File: src/rtl/cpu_pkg.sv
// cpu_pkg: shared ALU opcode, branch condition and flag-index definitions.
package cpu_pkg;
    localparam logic [2:0] ADD    = 3'b000;
    localparam logic [2:0] SUB    = 3'b001;
    localparam logic [2:0] RED    = 3'b010;
    localparam logic [2:0] XOR    = 3'b011;
    localparam logic [2:0] SLL    = 3'b100;
    localparam logic [2:0] SRA    = 3'b101;
    localparam logic [2:0] ROR    = 3'b110;
    localparam logic [2:0] PADDSB = 3'b111;

    localparam logic [2:0] NE     = 3'b000;
    localparam logic [2:0] EQ     = 3'b001;
    localparam logic [2:0] GT     = 3'b010;
    localparam logic [2:0] LT     = 3'b011;
    localparam logic [2:0] GE     = 3'b100;
    localparam logic [2:0] LE     = 3'b101;
    localparam logic [2:0] OV     = 3'b110;
    localparam logic [2:0] UNCOND = 3'b111;

    localparam int FLAG_N = 2;
    localparam int FLAG_Z = 1;
    localparam int FLAG_V = 0;

    function automatic logic [2:0] flag_update_mask(input logic [2:0] op);
        return (op == ADD || op == SUB) ? 3'b111 :
               (op == RED || op == PADDSB) ? 3'b000 : 3'b010;
    endfunction
endpackage

File: src/rtl/branch_cond_eval.sv
// branch_cond_eval: combinational evaluation of a 3-bit branch condition against {N,Z,V}.
module branch_cond_eval
    import cpu_pkg::*;
(
    input  logic [2:0] cond,
    input  logic [2:0] flags,
    output logic       taken
);
    logic n, z, v;
    assign n = flags[FLAG_N];
    assign z = flags[FLAG_Z];
    assign v = flags[FLAG_V];

    always_comb begin
        taken = 1'b1;
        case (cond)
            NE:      taken = !z;
            EQ:      taken = z;
            GT:      taken = !z && !n;
            LT:      taken = n;
            GE:      taken = z || !n;
            LE:      taken = n || z;
            OV:      taken = v;
            default: taken = 1'b1;
        endcase
    end
endmodule

File: src/rtl/flag_branch_unit.sv
// flag_branch_unit: flag register, branch condition resolve and registered B/BR target for fetch.
// Define FLAG_FWD_EN to bypass same-cycle ALU flags into branch evaluation.
module flag_branch_unit
    import cpu_pkg::*;
#(
    parameter int PC_W  = 16,
    parameter int IMM_W = 9
) (
    input  logic             clk,
    input  logic             rst,
    input  logic             alu_valid,
    input  logic [2:0]       alu_op,
    input  logic [2:0]       alu_flag,
    input  logic             br_valid,
    input  logic [2:0]       br_cond,
    input  logic             br_reg_mode,
    input  logic [PC_W-1:0]  pc_plus2,
    input  logic [IMM_W-1:0] br_imm,
    input  logic [PC_W-1:0]  br_reg,
    input  logic             stall,
    input  logic             flush,
    output logic [2:0]       flags,
    output logic             br_out_valid,
    output logic             br_taken,
    output logic [PC_W-1:0]  br_target
);
    logic [2:0]      flags_q, flags_d, mask, eff_flags;
    logic            valid_q, taken_q, cond_true;
    logic [PC_W-1:0] target_q, target_d, imm_sext;

    always_comb begin
        mask      = flag_update_mask(alu_op);
        flags_d   = alu_valid ? ((flags_q & ~mask) | (alu_flag & mask)) : flags_q;
`ifdef FLAG_FWD_EN
        eff_flags = flags_d;
`else
        eff_flags = flags_q;
`endif
        imm_sext  = {{(PC_W-IMM_W){br_imm[IMM_W-1]}}, br_imm};
        target_d  = br_reg_mode ? br_reg : pc_plus2 + {imm_sext[PC_W-2:0], 1'b0};
    end

    branch_cond_eval u_cond (
        .cond  (br_cond),
        .flags (eff_flags),
        .taken (cond_true)
    );

    // flush beats stall; br_target is left untouched by a flush
    always_ff @(posedge clk) begin
        if (rst) begin
            flags_q  <= '0;
            valid_q  <= 1'b0;
            taken_q  <= 1'b0;
            target_q <= '0;
        end else if (flush) begin
            valid_q  <= 1'b0;
            taken_q  <= 1'b0;
        end else if (!stall) begin
            flags_q  <= flags_d;
            valid_q  <= br_valid;
            taken_q  <= br_valid && cond_true;
            target_q <= br_valid ? target_d : target_q;
        end
    end

    assign flags        = flags_q;
    assign br_out_valid = valid_q;
    assign br_taken     = taken_q;
    assign br_target    = target_q;
endmodule

File: config.mk
export PLATFORM = sky130hd
export DESIGN_NAME = flag_branch_unit
export DESIGN_NICKNAME = d
export VERILOG_FILES = /design/src/rtl/cpu_pkg.sv /design/src/rtl/branch_cond_eval.sv /design/src/rtl/flag_branch_unit.sv
export SDC_FILE = /design/constraint.sdc
export NUM_CORES = 1
export LEC_CHECK = 0
export BUFFER_PORTS_ARGS = -buffer_cell sky130_fd_sc_hd__buf_2
export CORE_ASPECT_RATIO = 1.4
export CORE_MARGIN = 10
export CORE_UTILIZATION = 30
export CTS_BUF_LIST = sky130_fd_sc_hd__clkbuf_8
export DETAILED_ROUTE_END_ITERATION = 6
export SLEW_MARGIN = 40
export SYNTH_ARGS = -nofsm -noshare
export SYNTH_HDL_FRONTEND = slang
export SYNTH_SLANG_ARGS = --single-unit
File: constraint.sdc
create_clock -name clk -period 4.6 [get_ports clk]
set_input_delay 0.92 -clock clk [delete_from_list [all_inputs] [get_ports clk]]
set_output_delay 0.92 -clock clk [all_outputs]
set_load 0.01 [all_outputs]
### After elaboration in Yosys (flattened, before gate mapping)

Index checks and enable logic that the tools add are counted.

* register bits after elaboration: 21
* latch bits: 0
* memory bits (writable): 0
* bits in read-only memories: 0
* bits of input ports: 57
* memories: 0

* add/subtract/negate cells: 1
* multipliers: 0
* div/mod/pow operators: 0
* order comparisons: 0
* equality and inequality tests: 9
* shifts and indexed selects: 0
* mux-type cells: 4
* bitwise operators: 6
* reductions and logical operators: 13

Operators by type and width (count)
* 16-bit adder: 1
* 16-bit two-way mux: 1
* 3-bit equality test, second input constant: 4
* 3-bit by 2-bit equality test with 1-bit output, second input constant: 3
* 1-bit one-hot mux with 7 select lines: 1
* 3-bit AND: 2
* 3-bit by 1-bit equality test with 1-bit output, second input constant: 2
* 3-bit zero test: 2
* 3-bit AND reduction: 2
* 1-bit logical OR: 4
* 3-bit two-way mux: 1
* 3-bit NOT: 1
* 3-bit OR: 1
* 1-bit logical AND: 2
* 1-bit zero test: 2
* 2-bit two-way mux: 1
* 1-bit NOT: 2
* 2-bit OR reduction: 1

### Depth between registers and ports, before layout

Gate-level depths: netlist (run 1).

* depth after elaboration: 7
* depth in mapped cells: 9
* gate-level depth less buffers: 9

### Cells and area by module

A second synthesis (run 1) with hierarchy kept.

* cells, all modules: 223
* area, all modules: 1741.7 µm²

By module, submodules not included
* flag_branch_unit: times used 1, cells an instance 215, area an instance 1674.1 µm²
* branch_cond_eval: times used 1, cells an instance 8, area an instance 67.6 µm²

### Worst setup path before layout (run 1)

Ideal clock, no wire load.

* path kind: in2reg
* from: input pc_plus2[1]
* to: register target_q[11] (netlist: br_target[11])
* setup time: 79 ps
* data arrival time: 2410 ps
* data required time: 4521 ps
* setup slack: 2110 ps
* cell stages on the path: 9
* path buffers: 0
* cells stage by stage: ha_1 inv_1 fa_1 nand2b_1 a21oi_2 nor2b_2 o31ai_4 xnor2_1 a211oi_2

* longest elaborated chain between the ends: 2

Ends and longest elaborated chain
* from (decl): RTL line flag_branch_unit.sv:17 `input logic [PC_W-1:0] pc_plus2,`
* 16-bit adder: RTL line flag_branch_unit.sv:40 `target_d = br_reg_mode ? br_reg : pc_plus2 + {imm_sext[PC_W-2:0], 1'b0};`
* 16-bit two-way mux: RTL line flag_branch_unit.sv:40
* to (signal assigned): RTL line flag_branch_unit.sv:63 `target_q <= br_valid ? target_d : target_q;`
* to (decl): RTL line flag_branch_unit.sv:29 `logic [PC_W-1:0] target_q, target_d, imm_sext;`

Every way passes these cells.
A chain may end at the register's enable or synchronous reset.

### Final worst setup path (run 1)

* from: input pc_plus2[4]
* to: register target_q[10] (netlist: br_target[10])

Same word-level chain as after synthesis.

==> reports/results.ini, run 1 <==
[placed_design]
dpl.cell_count=354
place_congestion=0.8146
place_ws_ns=1.810
portBuffers=77
place_hpwl_um=4332
dpl_cell_area_um2=2173

[job]
drv_cap=0

[yosys]
synth.ff_latch_count=21
synth_flop_cell=dfxtp_1
yosysSeqAreaShare=0.2416
synth_top_area_frac=0.2416
synthCells=217
syn_area_per_cell_um2=8.020
synth_cell_types=49
ys_async_sr_fraction=0
syn_area_um2=1740
synth_edf_count=0
synth_top_area_cell=dfxtp_1
synthesis.nets=289
synth_area_leaders=dfxtp_1, ha_1, a211oi_1
yosys_warnings=0

[finish]
layout_common_cells=buf_2, nor2_1, dfxtp_1
fin_util=0.3993
num_antenna_cells=0
layout.nets=363
drive_gt1_frac=0.3069
final_area_um2=2222
fin_cells=358
final_common_cell=buf_2
area_growth_syn_to_layout_pct=27.68

[pwr]
internal_power_uw=332.1
clkPwrFrac=0.253
combinationalPowerShare=0.361
switching_share=0.3402
p_leak_nw=1.039
p_switching_uw=171.3
power.density_nw_per_um2=226.5
seqPwrFrac=0.386
peakVddDrop_uv=88.90
report.power.total_uw=503.4

[timing]
finalSetupViolCount=0
worst_pin_slew_ns=0.5206
holdWs_ns=0.4760
hold_viol_final=0
finClkSkew_ns=0.004315
fin_tns_setup_ns=0
max_freq_mhz=399.2
post-route-period-util=0.5445
final_max_slew_viol_count=0
fin_ws_ns=2.095
slew_headroom=0.6529
period_minus_slack_ns=2.505
rsz0062_at_grt=false

[global_route]
track_usage=0.1071
grtUsageMet1=0.1239
grt_use_met3=0.02203
antenna_found_initial=0
use_met2=0.1895
grt.busiest_layer=met2
grt_start_max_net_pins=27
overflow=0
grt_pass1_vias=1781
grt_pass1_wl_um=8473

[detailed_routing]
detail_route.wl_per_cell_um=14.21
viasPerCell=4.953
route.vias.total=1773
drtAntennaViolNets=0
firstDrtPassIters=4
drc=0
drt_iter0_markers=109
wl_um=5088

[clock_network]
clockRootBuffer=clkbuf_8
post_cts_resize_count=0
cts_made_buffers=3
path_clk_slew_ns=0.08
cts_setup_buffers=0
holdBufCountCts=0
clk_latency_ns=0.27
cts_max_path_buffers=2
cts_tree=yes
cts_num_sinks=21
cts_htree_levels=1

[worst_setup_path]
reg2reg_depth=5
critPathCaptureType=flop
cp.arrival_ns=2.69
worstPathMaxFanout=5
crit_required_ns=4.79
reg2reg_slack_ns=3.35
critPathKind=in2reg
crit_path_start_kind=primary input

[floorplan]
die_y_um=110.1
num_io_pins=78
fp.dieW_um=84.37
core_um2=5565
initial_utilization=0.3127
rows=32
die_area_um2=9291

[min_path]
whs_path_depth=2
hp-class=reg2reg

[status]
status=finished clean

[cell families (layout without fill, tap and decap cells)]
logic type	count (synthesis)	in the layout	share of synthesized area
adders and majority gates	16	16	0.1179
muxes	9	9	0.05176
and+or+nand+nor	66	66	0.1840
buffers and inverters	18	91	0.04528
xor gates and xnor gates	12	12	0.06039
AOI/OAI and AO/OA	75	75	0.2991
DFF	21	21	0.2416
[per-layer routing]
layer  vias to the layer above  wire, um
li1                        951         -
met1                       777      2158
met2                        41      2558
met3                         4       306
met4                         0        65
met5                         -         0
[area by class of cell]
| type | count | area, um2 |
|---|---|---|
| well taps | 68 | 85.08 |
| inverters | 9 | 33.78 |
| multi-input cells | 178 | 1241 |
| flip-flops and latches | 21 | 420.4 |
| fillers | 598 | 3343 |
| clock buffers | 3 | 41.29 |
| repair buffers | 78 | 392.9 |
| clock inverters | 1 | 7.507 |
[worst max-delay path, cell delays in order]
cell and delay, ns:
buf_2 0.10, ha_1 0.36, a21o_1 0.20, a21oi_1 0.13, o21ai_1 0.17, a311oi_2 0.45
xor2_1 0.14, a211oi_1 0.23
[cell usage after synthesis (all sizes together) (2+ instances only)]
master and number:
o211a 2, nand3b 4, xor2 6, a21o 2, mux2i 9, nor2b 2, buf 5, dfxtp 21
nand2b 3, inv 9, xnor2 6, clkbuf 4, a311oi 2, o31ai 3, ha 14, nor2 27
o21ai 14, nand2 12, o211ai 4, nor3b 3, nand3 5, nor3 6, a21oi 21, a211oi 15
o21bai 2
[worst paths after layout]
kind	to	from
setup / recovery	br_target[10]	pc_plus2[4]
hold / removal	br_out_valid	br_out_valid
hold reg to reg	br_out_valid	br_out_valid
setup reg to reg	br_taken	flop
[power by group through the flow]
| stage | Sequential [mW] | Clock (mW) | Combinational (mW) |
|---|---|---|---|
| 2_1_floorplan | 0.203 | 0 | 0.119 |
| 3_3_place_gp | 0.199 | 0 | 0.182 |
| 3_5_place_dp | 0.199 | 0 | 0.183 |
| 4_1_cts | 0.195 | 0.132 | 0.184 |
| 5_1_grt | 0.196 | 0.141 | 0.205 |
| 6_report | 0.195 | 0.127 | 0.182 |
No activity file was read; power rests on OpenSTA's default activity.
==> inputs of run 2 (changes only) <==
Clock period 4.6 ns to 2.5 ns, I/O delays scaled along.
==> reports/results.ini, run 2 (synthesized netlist as in run 1, its figures left out) <==
[status]
status=finished clean  ; unchanged

[timing]
post-route-period-util=0.8050
period_minus_slack_ns=2.013
final_max_slew_viol_count=0  ; unchanged
worst_pin_slew_ns=0.5312  ; was 0.5206 ns
slew_headroom=0.6459  ; was 0.6529
hold_viol_final=0  ; unchanged
finalSetupViolCount=0  ; unchanged
fin_tns_setup_ns=0  ; unchanged
rsz0062_at_grt=false  ; unchanged
max_freq_mhz=496.9
finClkSkew_ns=0.001376  ; was 0.004315 ns

[finish]
layout_common_cells=buf_2, nor2_1, dfxtp_1  ; unchanged
layout.nets=364  ; was 363
nFillCells=584  ; was 598
num_antenna_cells=0  ; unchanged
final_area_um2=2227  ; was 2222 um2
drive_gt1_frac=0.3093  ; was 0.3069
area_growth_syn_to_layout_pct=27.97  ; was 27.68%
final_common_cell=buf_2  ; unchanged

[job]
drv_cap=0  ; unchanged

[placed_design]
place_congestion=0.8890  ; was 0.8146
portBuffers=77  ; unchanged
dpl_cell_area_um2=2181  ; was 2173 um2
place_hpwl_um=4504  ; was 4332 um

[floorplan]
die_y_um=110.1  ; unchanged
rows=32  ; unchanged
num_io_pins=78  ; unchanged
fp.dieW_um=84.37  ; unchanged
die_area_um2=9291  ; unchanged
initial_utilization=0.3127  ; unchanged
core_um2=5565  ; unchanged

[clock_network]
cts_setup_buffers=0  ; unchanged
path_clk_slew_ns=0.08  ; about the same
cts_htree_levels=1  ; unchanged
clockRootBuffer=clkbuf_8  ; unchanged
clk_latency_ns=0.26  ; was 0.27 ns
post_cts_resize_count=0  ; unchanged
holdBufCountCts=0  ; unchanged
cts_tree=yes  ; unchanged
cts_num_sinks=21  ; unchanged
cts_made_buffers=3  ; unchanged
cts_max_path_buffers=2  ; unchanged

[global_route]
overflow=0  ; unchanged
grt_pass1_vias=1829  ; was 1781
grt_pass1_wl_um=8790  ; was 8473 um
antenna_found_initial=0  ; unchanged
track_usage=0.1113  ; was 0.1071
grt_start_max_net_pins=27  ; unchanged

[pwr]
internal_power_uw=611.1  ; was 332.1 uW
report.power.total_uw=919.8  ; was 503.4 uW
p_leak_nw=1.047  ; was 1.039 nW
combinationalPowerShare=0.368  ; was 0.361
peakVddDrop_uv=186.9  ; was 88.90 uV
seqPwrFrac=0.389  ; was 0.386
clkPwrFrac=0.243  ; was 0.253
p_switching_uw=308.7  ; was 171.3 uW
switching_share=0.3356  ; was 0.3402
power.density_nw_per_um2=413.0  ; was 226.5 nW/um2

[detailed_routing]
viasPerCell=5.053  ; was 4.953
detail_route.wl_per_cell_um=14.97  ; was 14.21 um
drtAntennaViolNets=0  ; unchanged
route.vias.total=1814  ; was 1773
wl_um=5373  ; was 5088 um
firstDrtPassIters=4  ; unchanged
drc=0  ; unchanged
drt_iter0_markers=89  ; was 109

[worst_setup_path]
crit_path_start_kind=primary input  ; unchanged
crit_required_ns=2.69  ; was 4.79 ns
worstPathMaxFanout=3  ; was 5
critPathKind=in2reg  ; unchanged
cp.arrival_ns=2.20  ; was 2.69 ns
critPathCaptureType=flop  ; unchanged

[min_path]
hp-class=in2reg  ; was reg2reg

==> run 2: worst paths after layout <==
check / startpoint / to / slack (ns) / depth (start not counted)
setup / recovery: pc_plus2[1] / br_target[11] / 0.49 / 10
hold / removal: flush / br_taken / 0.46 / 2
setup reg to reg: flop / br_taken / 1.20 / 5
hold reg to reg: br_out_valid / br_out_valid / 0.47 / 2
==> run 2: critical path, cell delays in order <==
cell and delay (ns):
buf_2 0.08, ha_1 0.15, inv_1 0.06, fa_1 0.39
nand2b_1 0.19, a21oi_2 0.17, nor2b_2 0.10, o31ai_4 0.25
xnor2_1 0.11, a211oi_2 0.21
==> run 2: layer usage <==
metal / vias up / global-route usage / part of all wire
li1: 948 / - / -
met1: 811 / 0.1254 / 0.41
met2: 51 / 0.2015 / 0.52
met3: 4 / 0.02129 / 0.058
met4: 0 / 0.04599 / 0.013
met5: - / 0 / 0
==> run 2: cell type report <==
cell class	instances	area, um2	share of cell area
Multi-Input combinational cell	178	1241	0.5573
Tap cell	68	85.08	0.03820
Clock buffer	3	41.29	0.01854
Timing Repair Buffer	79	400.4	0.1798
Clock inverter	1	5.005	0.002247
Inverter	9	33.78	0.01517
Sequential cell	21	420.4	0.1888
==> run 2: through the flow <==
| stage | cells | utilization | setup slack, ns | hold slack (ns) |
|---|---|---|---|---|
| 2_1_floorplan | 217 | - | 0.4304 | 0.4889 |
| 3_5_place_dp | 355 | 0.3919 | 0.2003 | 0.4676 |
| 5_1_grt | 359 | 0.4002 | 0.3530 | 0.4705 |
| 3_3_place_gp | 355 | 0.3919 | 0.2477 | 0.4616 |
| 4_1_cts | 359 | 0.4002 | 0.4718 | 0.4585 |
| 6_report | 359 | 0.4002 | 0.4874 | 0.4644 |
==> run 2: power groups by stage <==
stage | clock network (mW) | registers, mW | logic (mW)
6_report | 0.223 | 0.358 | 0.339
5_1_grt | 0.244 | 0.360 | 0.381
4_1_cts | 0.233 | 0.358 | 0.341
3_5_place_dp | 0 | 0.366 | 0.340
3_3_place_gp | 0 | 0.365 | 0.335
2_1_floorplan | 0 | 0.373 | 0.219
